`src/rtl/sine_pwm_pkg.sv`:
```
// Shared constants, stage widths and types for the multi-channel sine PWM.
package sine_pwm_pkg;

    localparam int N_CH_DEF   = 3;
    localparam int CNT_W_DEF  = 16;
    localparam int AW_DEF     = 8;
    localparam int DATA_W_DEF = 16;
    localparam int AMP_W      = 8;

    // Scale stage: signed sample (DATA_W+1) times zero-extended amp (AMP_W+1)
    localparam int SCL_W  = DATA_W_DEF + AMP_W + 2;
    // Period stage: DATA_W sample times (period+1), which needs CNT_W+1 bits
    localparam int PROD_W = DATA_W_DEF + CNT_W_DEF + 1;

    localparam logic [DATA_W_DEF-1:0] MIDSCALE = {1'b1, {(DATA_W_DEF-1){1'b0}}};

    // Configuration loaded by reset
    localparam int                RST_PERIOD    = 999;
    localparam logic [AW_DEF-1:0] RST_PHASE_INC = AW_DEF'(1);
    localparam logic [AMP_W-1:0]  RST_AMP       = AMP_W'(255);

    typedef struct packed {
        logic [CNT_W_DEF-1:0]               period;
        logic [AW_DEF-1:0]                  phase_inc;
        logic [AMP_W-1:0]                   amp;
        logic [N_CH_DEF-1:0][AW_DEF-1:0]    phase_off;
    } cfg_t;

    typedef enum logic [1:0] {
        S_IDLE,
        S_ISSUE,
        S_DRAIN,
        S_WAIT_WRAP
    } state_t;

endpackage

```
`src/rtl/sine_pwm_multi_lut.sv`:
```
// Synchronous single-port waveform ROM with one cycle of read latency.
// Contents are a linear ramp (entry a = a << (DATA_W-AW)); a sine table
// drops in by replacing the generate assignment below.
module sine_lut #(
    parameter int AW     = 8,
    parameter int DATA_W = 16
) (
    input  logic              clk,
    input  logic [AW-1:0]     addr,
    output logic [DATA_W-1:0] data
);

    logic [DATA_W-1:0] rom [2**AW];

    for (genvar i = 0; i < 2**AW; i++) begin : g_rom
        assign rom[i] = DATA_W'(i) << (DATA_W - AW);
    end

    // Registered read port
    always_ff @(posedge clk) begin
        data <= rom[addr];
    end

endmodule

```
`src/rtl/sine_pwm_multi.sv`:
```
// Multi-channel sine PWM: one shared LUT, per-channel phase offsets,
// double-buffered config and duty that switch only at a carrier boundary.
// cfg_t is sized from the package widths; keep parameter overrides in step.
module sine_pwm_multi
    import sine_pwm_pkg::*;
#(
    parameter int N_CH           = N_CH_DEF,
    parameter int CNT_W          = CNT_W_DEF,
    parameter int AW             = AW_DEF,
    parameter int DATA_W         = DATA_W_DEF,
    parameter int PERIOD_DEFAULT = RST_PERIOD,
    parameter int MIN_PERIOD     = N_CH + 4
) (
    input  logic                 clk,
    input  logic                 rst,
    input  logic                 en,
    input  logic                 cfg_load,
    input  logic [CNT_W-1:0]     cfg_period,
    input  logic [AW-1:0]        cfg_phase_inc,
    input  logic [7:0]           cfg_amp,
    input  logic [N_CH*AW-1:0]   cfg_phase_off,
    output logic [N_CH-1:0]      pwm_out,
    output logic                 sync
);

    localparam int IDX_W = (N_CH > 1) ? $clog2(N_CH) : 1;

    localparam cfg_t CFG_RST = '{
        period:    CNT_W'(PERIOD_DEFAULT),
        phase_inc: RST_PHASE_INC,
        amp:       RST_AMP,
        phase_off: '0
    };

    cfg_t                        cfg_in, cfg_act, cfg_pend, cfg_use;
    logic                        pend;
    logic [CNT_W-1:0]            cnt;
    logic                        start, issue;
    logic [IDX_W-1:0]            ch;
    state_t                      state;
    logic [AW-1:0]               phase_acc;
    logic [2:0]                  vld_pipe;
    logic [2:0][IDX_W-1:0]       ch_pipe;
    logic [AW-1:0]               addr_q;
    logic [DATA_W-1:0]           sample, v_q, v_next;
    logic signed [DATA_W:0]      c;
    logic signed [SCL_W-1:0]     cs;
    logic [CNT_W:0]              period_p1;
    logic [PROD_W-1:0]           dprod;
    logic                        unused_prod;
    logic [N_CH-1:0][CNT_W-1:0]  duty_act, duty_shadow;

    // Period values below the pipeline depth are clamped on capture
    assign cfg_in = '{
        period:    (cfg_period < CNT_W'(MIN_PERIOD)) ? CNT_W'(MIN_PERIOD) : cfg_period,
        phase_inc: cfg_phase_inc,
        amp:       cfg_amp,
        phase_off: cfg_phase_off
    };

    assign start = en && (cnt == '0);
    assign issue = en && (cnt < CNT_W'(N_CH));
    assign ch    = cnt[IDX_W-1:0];

    // The channel-0 issue shares its cycle with the config swap, so it must
    // already see the config that becomes active on this edge.
    assign cfg_use = (start && pend) ? cfg_pend : cfg_act;

    // Amplitude scale around midscale, then scale to the carrier period
    assign c         = $signed({1'b0, sample}) - $signed({1'b0, MIDSCALE});
    assign cs        = SCL_W'(c) * SCL_W'($signed({1'b0, cfg_act.amp}));
    assign v_next    = DATA_W'(cs >>> 8) + MIDSCALE;
    assign period_p1 = {1'b0, cfg_act.period} + (CNT_W+1)'(1);
    assign dprod     = PROD_W'(v_q) * PROD_W'(period_p1);
    assign unused_prod = ^{dprod[PROD_W-1], dprod[DATA_W-1:0]};

    sine_lut #(.AW(AW), .DATA_W(DATA_W)) u_lut (
        .clk  (clk),
        .addr (addr_q),
        .data (sample)
    );

    // Carrier counter: 0..period while enabled, parked at 0 otherwise
    always_ff @(posedge clk) begin
        if (rst || !en)                  cnt <= '0;
        else if (cnt == cfg_act.period)  cnt <= '0;
        else                             cnt <= cnt + CNT_W'(1);
    end

    // Config double buffer: capture any time, promote at period start
    always_ff @(posedge clk) begin
        if (rst) begin
            cfg_act  <= CFG_RST;
            cfg_pend <= CFG_RST;
            pend     <= 1'b0;
        end else begin
            if (start && pend) cfg_act <= cfg_pend;
            if (cfg_load) begin
                cfg_pend <= cfg_in;
                pend     <= 1'b1;
            end else if (start) begin
                pend     <= 1'b0;
            end
        end
    end

    // Sequencer: issue slots, then one drain cycle that advances the phase
    always_ff @(posedge clk) begin
        if (rst) begin
            state     <= S_IDLE;
            phase_acc <= '0;
        end else if (!en) begin
            state     <= S_IDLE;
        end else begin
            if (state == S_DRAIN) phase_acc <= phase_acc + cfg_act.phase_inc;
            if (cnt < CNT_W'(N_CH - 1))       state <= S_ISSUE;
            else if (cnt == CNT_W'(N_CH - 1)) state <= S_DRAIN;
            else                              state <= S_WAIT_WRAP;
        end
    end

    // Duty pipeline: address register -> LUT -> amplitude -> period
    always_ff @(posedge clk) begin
        if (rst || !en) vld_pipe <= '0;
        else            vld_pipe <= {vld_pipe[1:0], issue};
        addr_q  <= phase_acc + cfg_use.phase_off[ch];
        ch_pipe <= {ch_pipe[1:0], ch};
        v_q     <= v_next;
    end

    // Duty buffers and registered comparators
    always_ff @(posedge clk) begin
        if (rst || !en) begin
            duty_act    <= '0;
            duty_shadow <= '0;
            pwm_out     <= '0;
            sync        <= 1'b0;
        end else begin
            sync <= start;
            for (int k = 0; k < N_CH; k++) pwm_out[k] <= (cnt < duty_act[k]);
            if (start)       duty_act <= duty_shadow;
            if (vld_pipe[2]) duty_shadow[ch_pipe[2]] <= dprod[DATA_W +: CNT_W];
        end
    end

endmodule
```
`config.mk`:
```
export PLATFORM = sky130hd
export DESIGN_NAME = sine_pwm_multi
export DESIGN_NICKNAME = d
export VERILOG_FILES = /design/src/rtl/sine_pwm_pkg.sv /design/src/rtl/sine_pwm_multi_lut.sv /design/src/rtl/sine_pwm_multi.sv
export SDC_FILE = /design/constraint.sdc
export NUM_CORES = 1
export LEC_CHECK = 0
export ABC_AREA = 1
export CAP_MARGIN = 20
export CORE_ASPECT_RATIO = 2
export CORE_UTILIZATION = 35
export DETAILED_ROUTE_END_ITERATION = 8
export GPL_TIMING_DRIVEN = 0
export SYNTH_ARGS = -nofsm -noshare
export SYNTH_HDL_FRONTEND = slang
export SYNTH_SLANG_ARGS = --single-unit
export TNS_END_PERCENT = 50
```
`constraint.sdc`:
```
create_clock -name clk -period 8.2 [get_ports clk]
set_input_delay 1.64 -clock clk [delete_from_list [all_inputs] [get_ports clk]]
set_output_delay 1.64 -clock clk [all_outputs]
set_load 0.02 [all_outputs]
```
==> flow_summary.json <==
{
  "synth_area_leaders": "dfxtp_1 24%, fa_1 22%, inv_1 11%",
  "first_global_vias": 21179,
  "antenna_found_initial": 0,
  "diodes": 0,
  "dpl_worst_slack_ps": 192.7,
  "yosysSeqAreaShare_pct": 23.76,
  "drt-vias-per-instance": 4.899,
  "drt-pass1-iter-count": 6,
  "synth_edf_count": 0,
  "layout-drive-gt1-share_pct": 2.675,
  "port_buffers": 62,
  "status": "finished, final reports clean",
  "synth_seq_cells": 280,
  "cts_tree": "yes",
  "synthDistinctLibCells": 49,
  "num-fill-cells": 7119,
  "die_w_um": 185.6,
  "grt-ovfl-total": 0,
  "fin_cells": 4099,
  "cp_max_fo": 9,
  "synthCells": 3110,
  "ys_warn_count": 0,
  "synth.largest_area_cell": "dfxtp_1",
  "drv_cap": 0,
  "synth_top_flop_cell": "dfxtp_1",
  "slew_viol_final": 0,
  "finalHoldViolations": 0,
  "vias": 20080,
  "final.period_utilization_pct": 96.24,
  "grtUsageTotal_pct": 23.32,
  "synthesis.nets": 3622,
  "layout-area-overhead-vs-synth_pct": 10.91,
  "initial_utilization_pct": 35.35,
  "setup_viol": 0,
  "worst_slack_ps": 308.6,
  "cp_data_arrival_time_ps": 8340,
  "nets": 3711,
  "rsz0062_at_grt": "false",
  "syn_area_um2": 23590,
  "place.gp.congestion": 1.028,
  "slew_headroom_pct": 24.18,
  "antenna_left": 0,
  "grt_pass1_wl_mm": 118.7,
  "post-cts-setup-buffers": 0,
  "die-area_um2": 68500,
  "ctsResizeCount": 0,
  "ios": 64,
  "cts_root_buf": "clkbuf_16",
  "clock-sinks": 280,
  "min_period_ps": 7891,
  "clkLatencyLatePin_ps": 560,
  "synthArstFlopShare_pct": 0,
  "cp.required_ps": 8650,
  "drc": 0,
  "min_path_type": "reg2reg",
  "crit_path_start_kind": "register",
  "grt_start_max_net_pins": 17,
  "setup_tns_ps": 0,
  "critPathCaptureType": "register",
  "die_y_um": 369.1,
  "cts_buffers": 24,
  "num_rows": 134,
  "synth_area_per_cell_um2": 7.584,
  "crit_type": "reg2reg",
  "htreeDepth": 1,
  "clk_pin_slew_ps": 70,
  "drtIter0Drc": 977,
  "tightest_slew_ps": 1133,
  "core_area_um2": 66730,
  "skew_ps": 18.75,
  "routed_wl_mm": 76.15,
  "clockBufferDepth": 3,
  "dpl.hpwl_mm": 62.99,
  "dp_cells": 4056,
  "ctsHoldBuffers": 0,
  "post_drt_wl_per_cell_um": 18.58,
  "yosysTopAreaCellShare_pct": 23.76,
  "clock.fmax_mhz": 126.7
}
## worst max-delay path, stage by stage (launching register included)
cell and delay, ps:
dfxtp_1 580, ha_1 250, xor2_1 890, inv_1 450, nor2_1 250, fa_1 480, fa_1 550, fa_1 550
fa_1 550, fa_1 550, inv_1 50, fa_1 760, inv_1 90, ha_1 410, a21oi_1 200, o21ai_0 160
a21oi_1 190, nand2_1 120, nand2_1 100, nand2_1 50, nand2_1 110, nand3_1 220, nand2_1 140, inv_1 40
## logic make-up (layout without fill, tap and decap cells)
family / count (synthesis) / after routing / share of synthesized area (%)
XOR/XNOR: 47 / 47 / 1.745
multiplexers: 7 / 7 / 0.2971
buffers and inverters: 797 / 902 / 12.85
flip-flops: 280 / 280 / 23.76
AND/OR/NAND/NOR: 1135 / 1135 / 20.05
AO/OA/AOI/OAI: 392 / 392 / 9.039
adder cells (fa/ha/maj): 452 / 452 / 32.25
## per-stage QoR
stage                     hold slack (ps)  util (%)  instance area (um2)
final                               327.4     39.20                26160
after global routing                334.4     39.20                26160
after CTS                           328.0     39.19                26150
after detailed placement            312.1     37.94                25310
after global placement              310.4     37.94                25310
after floorplan                     309.6         -                23590
## cells in the mapped netlist, types with 2 or more instances
| cell | count |
|---|---|
| a21oi_1 | 166 |
| a221oi_1 | 16 |
| a31oi_1 | 6 |
| buf_2 | 13 |
| buf_4 | 4 |
| clkbuf_1 | 96 |
| clkinv_1 | 7 |
| dfxtp_1 | 280 |
| fa_1 | 260 |
| ha_1 | 192 |
| inv_1 | 672 |
| inv_2 | 3 |
| mux2i_1 | 7 |
| nand2_1 | 586 |
| nand2_2 | 4 |
| nand2_4 | 2 |
| nand3_1 | 144 |
| nand3_2 | 2 |
| nand3b_1 | 6 |
| nand4_1 | 24 |
| nor2_1 | 316 |
| nor2_2 | 3 |
| nor2_4 | 2 |
| nor3_1 | 25 |
| nor3_4 | 3 |
| nor3b_1 | 2 |
| nor4_1 | 7 |
| o211ai_1 | 18 |
| o21a_1 | 12 |
| o21ai_0 | 157 |
| o21ai_1 | 5 |
| o21bai_1 | 4 |
| o22ai_1 | 3 |
| or2_2 | 3 |
| xnor2_1 | 21 |
| xor2_1 | 26 |
## state kept, by name, summed over array words and instances, names as in the netlist, 8 cells and up
signal / count
addr_q: 8
cfg_act: 56
cfg_pend: 56
cnt: 16
duty_act: 48
duty_shadow: 48
phase_acc: 8
u_lut.data: 8
v_q: 16
## metal layers
layer	GRT usage, %	up-vias	share of wire [%]
li1	-	9697	-
met1	21.39	9502	32
met2	44.80	595	54
met3	2.372	286	3.8
met4	19.66	0	10
met5	0	-	0
## worst paths after layout
path | from | to | cells past startpoint | slack (ps)
min reg2reg | addr_q[7] | u_lut.data[15] | 0 | 330
min | addr_q[7] | u_lut.data[15] | 0 | 330
max reg2reg | cfg_act[40] | duty_shadow[9] | 23 | 310
max | cfg_act[40] | duty_shadow[9] | 23 | 310
## layout make-up
class                   count  area (um2)  share of cell area [%]
well taps                 884        1106                   4.228
inverters                 683        2569                   9.819
repair buffers             63       628.1                   2.401
clock buffers              34       729.5                   2.788
plain buffers             114       466.7                   1.784
multi-input cells        2033       14950                   57.15
flip-flops and latches    280        5605                   21.43
clock inverters             8       105.1                  0.4018
## cell usage in the layout, fill, tap and decap left out, types with 25 or more instances in the layout
cell and count:
dfxtp_1 280, clkbuf_1 98, o21ai_0 157, clkdlybuf4s50_1 62, nor2_1 316, nand2_1 586, a21oi_1 166, clkbuf_16 25
fa_1 260, inv_1 672, nor3_1 25, xor2_1 26, nand3_1 144, ha_1 192
Power is not shown: default switching activity piles up to over one toggle a cycle in this logic, so the estimate is an artifact.
